===== config.mk =====
export PLATFORM = sky130hd
export DESIGN_NAME = mem_bus_arbiter
export DESIGN_NICKNAME = d
export VERILOG_FILES = /design/src/rtl/mem_bus_arbiter.sv
export SDC_FILE = /design/constraint.sdc
export NUM_CORES = 1
export LEC_CHECK = 0
export BUFFER_PORTS_ARGS = -buffer_cell sky130_fd_sc_hd__buf_2
export CAP_MARGIN = 15
export CORE_MARGIN = 2
export CORE_UTILIZATION = 45
export CTS_CLUSTER_DIAMETER = 100
export DETAILED_ROUTE_END_ITERATION = 8
export GPL_TIMING_DRIVEN = 0
export MAX_ROUTING_LAYER = met4
export PLACE_DENSITY = 0.75
export SLEW_MARGIN = 40
export SYNTH_ARGS = -nofsm -noshare
export SYNTH_HDL_FRONTEND = slang
export SYNTH_SLANG_ARGS = --single-unit

===== constraint.sdc =====
create_clock -name Clock -period 2.65 [get_ports Clock]
set_input_delay 0 -clock Clock [delete_from_list [all_inputs] [get_ports Clock]]
set_output_delay 0 -clock Clock [all_outputs]
set_load 0.02 [all_outputs]

===== src/rtl/mem_bus_arbiter.sv =====
// Two-port arbiter and sequencer for the multiplexed external memory bus.
// Port D has priority; a starvation guard forces an I grant after two back-to-back D grants.
module mem_bus_arbiter #(
   parameter int WAIT_STATES = 1,
   parameter int W           = 16
) (
   input  logic         Clock,
   input  logic         nReset,
   input  logic         IReq,
   input  logic [W-1:0] IAddr,
   output logic         IAck,
   input  logic         DReq,
   input  logic         DWrite,
   input  logic [W-1:0] DAddr,
   input  logic [W-1:0] DWData,
   output logic         DAck,
   output logic [W-1:0] RData,
   output logic [W-1:0] ADOut,
   output logic         ADOe,
   input  logic [W-1:0] ADIn,
   output logic         ALE,
   output logic         nME,
   output logic         nOE,
   output logic         nWE,
   output logic         ENB,
   output logic         Busy,
   output logic         OwnerD
);

   typedef enum logic [2:0] {IDLE, ADDR, WAIT, XFER, END} BusState;

   BusState      state;
   BusState      nextState;
   logic [W-1:0] addrReg;
   logic [W-1:0] wDataReg;
   logic         writeReg;
   logic [2:0]   waitCnt;
   logic [1:0]   starveCnt;
   logic         anyReq;
   logic         grantD;

   assign anyReq = IReq | DReq;
   // D wins unless I has already been passed over twice in a row
   assign grantD = DReq & ~(IReq & (starveCnt == 2'd2));

   always_ff @(posedge Clock or negedge nReset) begin
      if (!nReset)
         state <= IDLE;
      else
         state <= nextState;
   end

   // Next-state and Moore strobe decode; everything depends on registered state only
   always_comb begin
      nextState = state;
      ALE       = 1'b0;
      nME       = 1'b1;
      nOE       = 1'b1;
      nWE       = 1'b1;
      ENB       = 1'b0;
      ADOe      = 1'b0;
      ADOut     = '0;
      IAck      = 1'b0;
      DAck      = 1'b0;
      Busy      = (state != IDLE);
      case (state)
         IDLE: begin
            if (anyReq)
               nextState = ADDR;
         end
         ADDR: begin
            ALE   = 1'b1;
            nME   = 1'b0;
            ADOe  = 1'b1;
            ADOut = addrReg;
            nextState = (WAIT_STATES > 0) ? WAIT : XFER;
         end
         WAIT, XFER: begin
            nME = 1'b0;
            ENB = 1'b1;
            if (writeReg) begin
               nWE   = 1'b0;
               ADOe  = 1'b1;
               ADOut = wDataReg;
            end else begin
               nOE = 1'b0;
            end
            if (state == XFER)
               nextState = END;
            else if (waitCnt <= 3'd1)
               nextState = XFER;
         end
         END: begin
            IAck      = ~OwnerD;
            DAck      = OwnerD;
            nextState = IDLE;
         end
         default: nextState = IDLE;
      endcase
   end

   // Grant-time latching, wait countdown, starvation tracking and read capture
   always_ff @(posedge Clock or negedge nReset) begin
      if (!nReset) begin
         addrReg   <= '0;
         wDataReg  <= '0;
         writeReg  <= 1'b0;
         waitCnt   <= 3'd0;
         starveCnt <= 2'd0;
         OwnerD    <= 1'b0;
         RData     <= '0;
      end else begin
         case (state)
            IDLE: begin
               if (anyReq) begin
                  OwnerD  <= grantD;
                  waitCnt <= 3'(WAIT_STATES);
                  if (grantD) begin
                     addrReg   <= DAddr;
                     wDataReg  <= DWData;
                     writeReg  <= DWrite;
                     starveCnt <= IReq ? (starveCnt + 2'd1) : 2'd0;
                  end else begin
                     addrReg   <= IAddr;
                     writeReg  <= 1'b0;
                     starveCnt <= 2'd0;
                  end
               end
            end
            WAIT: waitCnt <= waitCnt - 3'd1;
            XFER: begin
               if (!writeReg)
                  RData <= ADIn;
            end
            default: ;
         endcase
      end
   end

endmodule


==> results.md, run 1 <==
- Die X: 81.9 um
- Total CTS buffers: 9
- CORE AREA: ~5900 sq um
- # DRC: 0
- Post-CTS Resized: 0
- Reg clk slew, reported paths: about 70 ps
- WP data arrival: 2480 ps
- Switching share of power: 0.387
- Final hold vios: 0
- Drt initial violations: 80
- Layout Cells excl Fill: 455
- Final wirelength: ~7100 um
- Post-synth EDFFs: 0
- Gate power share: 0.520
- Cells after Synth: ~200
- TritonCTS clock tree: yes
- Setup violators final: 0
- Vias: 2324
- Clk Tree Root Cell: clkbuf_8
- Final HPWL DP: about 4300 um
- Synth warnings: 0
- Syn Nets: 273
- Synth Register Bits: 58
- First-pass GRT wire length: 11300 um
- Crit path capture type: flop
- Reg2reg path depth: 6
- Max-cap viol count: 0
- Final worst path period share: 0.852
- Synthesized cell area: approximately 2700 sq um
- F_max: between 400 and 500 MHz
- Sequential power share: 0.330
- Final antenna-violating net count: 0
- Slew Limit Fails: 0
- Clock power share: 0.150
- CP max FO: 10
- DR WL/cell: around 16 um
- Worst Hold End: addrReg[3]
- CP cell instances: buf_6, nor3_4, nand3_1, buf_2, o221a_2, dlygate4sd3_1
- # IOs: around 110
- Async S/R FF share, synth: 1.00
- Ys flop type: dfrtp_1
- Vias in the first global route: about 2400
- Initial Util: 0.464
- H-tree Lvls: 3
- RSZ-0062 raised after global routing: false
- Largest net degree at the start of global routing: 59
- Vias/cell: between 5 and 6
- Die area: roughly 6700 sq um
- Crit-path slowest cell: dlygate4sd3_1
- N_diodes: 0
- Worst-margin pin slew: slightly above 700 ps
- Rows: 28
- Req. time, crit path: 2870 ps
- Synth unique cells: 39
- Cell Pwr Density: approximately 1100 nW/um^2
- R2R Path End: addrReg[15]
- Maximum root-to-sink buffer count: 2
- Gpl congestion: about 0.71
- Worst min path class: input port to flop
- Final min period: about 2300 ps
- Synthesized area per cell: approximately 14 sq um
- Reg2reg start: state[2]
- Initial antenna violation count: 0
- Peak supply drop: about 0.69 mV
- TritonRoute pass-1 iters: 4
- Share of layout cells above drive strength 1: 0.497
- Family with the most delay on the worst path: buffers and inverters
- Number of port buffers: 110
- Dpl cells: between 300 and 400
- Outcome: finished clean
- Hold depth: 3
- Aggregate global routing overflow: 0
- GRT Resource Usage Total: 0.233
- Clk Latency, worst-skew pair: 330 ps
- Reg2reg setup slack: 390 ps
- Seq/Total Area, Yosys: 0.531
- Area Growth Syn to Fin: 50.1%
- CTS Sinks: a little under 60
- Crit path buffers/inverters: 3
- Die Height: between 80 and 90 um
- Setup CP Type: flop to flop
- Final nets: between 400 and 500
- Final setup TNS: 0 ps
- Rel. slew slack: 0.523
- HP Start: DAddr[3]
- Critical Path Max Stage Delay: 550 ps
- LEAKAGE: just under 2 nW
- P_sw: 1.82 mW
- Clk_skew: 11.4 ps
- Setup crit start kind: flop
- Internal: 2.89 mW
logic make-up after synthesis:
family,share of synthesized area
buffers and inverters,0.0550
multiplexers,0.136
flip-flops,0.531
AO/OA/AOI/OAI,0.148
adder cells (fa/ha/maj),0.0137
AND/OR/NAND/NOR,0.110
XOR/XNOR,0.00641
what timing repair did:
action	4_1_cts	5_1_grt
hold endpoints to repair	109	0
setup endpoints to repair	0	0
hold buffers	53	0
buffers inserted	0	0
area by class of cell:
class,count,area [sq um]
Buffer,15,128
Timing Repair Buffer,164,1100
Multi-Input combinational cell,122,1130
Clock buffer,12,155
Tap cell,75,93.8
Inverter,6,22.5
Clock inverter,3,15.0
Sequential cell,58,1450
Fill cell,415,1790
state kept, by name (all words and copies together), names as in the netlist:
register / flops
RData: 16
addrReg: 16
wDataReg: 16
state: 3
waitCnt: 3
starveCnt: 2
OwnerD: 1
writeReg: 1
cell usage after synthesis, drive strengths merged (2+ instances only):
library cell,n,area (sq um)
nor2,5,51.3
nand2,4,15.0
nand2b,4,25.0
a22o,17,149
o21ai,2,10.0
dfrtp,58,1450
xnor2,2,17.5
and2,2,12.5
inv,6,22.5
nor2b,2,20.0
or3,16,100
ha,3,37.5
buf,12,106
o22ai,2,12.5
mux2,33,372
clkbuf,3,21.3
o221a,16,180
power by group through the flow:
stage               clock network (mW)  registers, mW  logic, mW
finish                           0.707           1.56       2.45
global route                     0.767           1.61       2.66
CTS                              0.726           1.55       2.44
detailed placement                   0           1.56       2.36
global placement                     0           1.54       2.31
floorplan                            0           1.68       1.57
placed cells by master (no fill, tap or decap), types with 2 or more instances in the layout:
cell | synthesis | layout
a22o_1 | 17 | 17
and2_1 | 2 | 2
buf_2 | 4 | 113
buf_4 | 2 | 3
buf_6 | 5 | 5
clkbuf_1 | 2 | 3
clkbuf_8 | 1 | 12
clkinv_2 | 0 | 3
dfrtp_1 | 58 | 58
dlygate4sd3_1 | 0 | 53
ha_1 | 3 | 3
inv_1 | 5 | 5
mux2_1 | 7 | 7
mux2_2 | 26 | 26
nand2_1 | 4 | 4
nand2b_1 | 4 | 4
nor2_1 | 3 | 3
nor2_8 | 2 | 2
o21ai_0 | 2 | 2
o221a_2 | 16 | 16
o22ai_1 | 2 | 2
or3_1 | 16 | 16
xnor2_1 | 2 | 2
routing by layer:
metal | up-vias | GRT usage | wire [um]
li1 | 1104 | - | -
met4 | 0 | 0.0867 | 90
met2 | 98 | 0.385 | 3460
met1 | 1113 | 0.282 | 3050
met5 | - | - | 0
met3 | 9 | 0.0505 | 512
metrics by stage:
step                       util  cell area [sq um]  hold slack [ps]  worst slack (ps)  power (mW)
after global routing      0.696               4100             12.7               236        5.04
after detailed placement  0.574               3380              109               825        3.92
after CTS                 0.693               4080             1.13               395        4.72
after global placement    0.574               3380              223               865        3.86
after floorplan               -               2730             -296              1070        3.25
final                     0.696               4100             15.2               392        4.71
worst max-delay path by stage:
stage,from,to,slack (ps),cells past startpoint
3_5_place_dp,state[2],ADOut[8],830,5
2_1_floorplan,state[1],RData[1],1070,6
3_3_place_gp,state[2],ADOut[10],860,5
4_1_cts,state[0],addrReg[14],400,6
6_report,state[2],addrReg[15],390,6
5_1_grt,state[0],addrReg[15],240,6
worst register-to-register path, cell delays in order (launching register included):
cell and delay [ps]:
dfrtp_1 370, buf_6 140, nor3_4 220, nand3_1 280, buf_2 300, o221a_2 290
dlygate4sd3_1 550
(Power assumes the default switching activity.)
==> inputs of run 2 (changes only) <==
- PLACE_DENSITY: 0.75 -> unset
- PLACE_DENSITY_LB_ADDON: unset -> 0.2
==> results.md, run 2 (synthesized netlist as in run 1, its figures left out) <==
- Maximum root-to-sink buffer count: 2 (unchanged)
- RSZ-0062 raised after global routing: false
- TritonCTS clock tree: yes
- Commonest non-fill, non-tap cell in the layout: buf_2
- Number of port buffers: 110 (unchanged)
- Die Height: 81.9 um (unchanged)
- Finished Core Util: 0.695 (-0.00106)
- Share of layout cells above drive strength 1: 0.503 (+0.00528)
- Initial antenna violation count: 0 (unchanged)
- Aggregate global routing overflow: 0 (unchanged)
- Largest net degree at the start of global routing: 59 (unchanged)
- Top Registers: RData (16), addrReg (16), wDataReg (16)
- # IOs: 111 (unchanged)
- First-pass GRT wire length: 11200 um (-1.6%)
- Vias/cell: 5.17 (+1.1%)
- Vias: 2340 (+0.69%)
- Peak supply drop: 0.577 mV (-17%)
- Final instance area: 4090 sq um (-0.15%)
- Die X: 81.9 um (unchanged)
- Gate power share: 0.503 (-0.017)
- CP max FO: 10 (unchanged)
- Initial Util: 0.464 (unchanged)
- Slew Limit Fails: 0 (unchanged)
- Clock power share: 0.169 (+0.019)
- DR WL/cell: 15.7 um (+0.58%)
- Final HPWL DP: 4710 um (+8.4%)
- Hold depth: 3 (unchanged)
- Rel. slew slack: 0.515 (-0.00859)
- Switching share of power: 0.382 (-0.00426)
- Worst-margin pin slew: 725 ps (+12.8 ps)
- CTS Sinks: 58 (unchanged)
- Final setup TNS: 0 ps (unchanged)
- DP Area: 3380 sq um (unchanged)
- Gpl congestion: 0.783 (+9.8%)
- Crit path capture type: primary output
- Hold Slack: 22.5 ps (+7.29 ps)
- Commonest cells after routing, fill and taps aside: buf_2, dfrtp_1, dlygate4sd3_1, mux2_2, a22o_1
- Final hold vios: 0 (unchanged)
- Cell Pwr Density: 1170 nW/um^2 (+2.0%)
- Final wirelength: 7120 um (+0.14%)
- N_diodes: 0 (unchanged)
- Area occupied by multi-input gates: 1130 sq um (unchanged)
- Clk Latency, worst-skew pair: 330 ps (about the same)
- Post-place setup slack: 824 ps (-1.52 ps)
- Drt initial violations: 122 (+53%)
- Outcome: finished clean
- Rows: 28 (unchanged)
- Area Growth Syn to Fin: 49.8%
- Fillers: 442 (+6.5%)
- Worst min path class: input port to flop
- Vias in the first global route: 2396 (-1.8%)
- Fin worst setup slack: 464 ps (+72.4 ps)
- Final min period: 2190 ps (-72.4 ps)
- Setup crit start kind: flop
- LEAKAGE: 1.95 nW (-0.16%)
- TritonRoute pass-1 iters: 5 (+1)
- Req. time, crit path: 2650 ps (-220 ps)
- Reg clk slew, reported paths: 60 ps (about the same)
- H-tree Lvls: 3 (unchanged)
- Die area: 6710 sq um (unchanged)
- Storage element area: 1450 sq um (unchanged)
- CORE AREA: 5890 sq um (unchanged)
- P_sw: 1.83 mW (+0.72%)
- Setup violators final: 0 (unchanged)
- WP data arrival: 2190 ps (-290 ps)
- Final antenna-violating net count: 0 (unchanged)
- Clk Tree Root Cell: clkbuf_8
- Clk_skew: 10.6 ps (-0.747 ps)
- GRT Resource Usage Total: 0.230 (-0.00369)
- Final nets: 445 (-0.67%)
- Setup CP Type: flop to primary output
- Final worst path period share: 0.825 (-0.0273)
- F_max: 457 MHz (+3.3%)
- Sequential power share: 0.328 (-0.002)
- Max-cap viol count: 0 (unchanged)
- Total CTS buffers: 9 (unchanged)
- # DRC: 0 (unchanged)
- Internal: 2.96 mW (+2.5%)
- Reg2reg path depth: 6 (unchanged)
-- run 2: cell count changes in the layout (fill, tap and decap cells not counted) --
cell | before | now
clkinvlp_4 | 0 | 1
bufinv_16 | 0 | 1
buf_12 | 1 | 0
dlygate4sd3_1 | 53 | 51
clkbuf_1 | 3 | 2
-- run 2: worst paths after layout --
kind                                    from           end  slack, ps
worst min register to register      RData[5]      RData[5]        480
max in group asynchronous             nReset      RData[0]       1900
worst min-delay path                DAddr[2]    addrReg[2]         20
worst max register to register  starveCnt[0]  wDataReg[12]        880
worst max-delay path                state[2]     ADOut[11]        460
min in group asynchronous             nReset   wDataReg[4]        270
-- run 2: metal layers --
metal / track usage / vias up / routed length, um
li1: - / 1093 / -
met1: 0.269 / 1143 / 2880
met2: 0.391 / 96 / 3720
met3: 0.0484 / 8 / 438
met4: 0.0817 / 0 / 78
met5: - / - / 0
-- run 2: cell type report --
class	instances	share of cell area
plain buffers	15	0.0312
well taps	75	0.0229
inverters	6	0.00550
clock buffers	11	0.0370
clock inverters	5	0.0128
repair buffers	161	0.260
flip-flops and latches	58	0.355
multi-input cells	122	0.276
-- run 2: critical path, cell delays in order (launching register included) --
cell     delay, ps
dfrtp_1        380
buf_6          150
nor3b_2        620
buf_2          360
a22o_1         190
buf_2          160
-- run 2: timing repair --
item	4_1_cts	5_1_grt
buffers inserted	0	0
hold endpoints to repair	109	0
gates resized for setup	0	0
hold buffers	51	0
-- run 2: metrics by stage --
step                power [mW]  instances
floorplan                 3.25        201
global placement          3.87        386
detailed placement        3.94        386
CTS                       4.82        453
global route              5.13        453
finish                    4.80        453
-- run 2: power groups by stage --
| stage | logic, mW | clock network (mW) | registers, mW |
|---|---|---|---|
| floorplan | 1.57 | 0 | 1.68 |
| global placement | 2.32 | 0 | 1.55 |
| detailed placement | 2.36 | 0 | 1.58 |
| CTS | 2.43 | 0.830 | 1.56 |
| global route | 2.63 | 0.884 | 1.62 |
| finish | 2.41 | 0.808 | 1.57 |
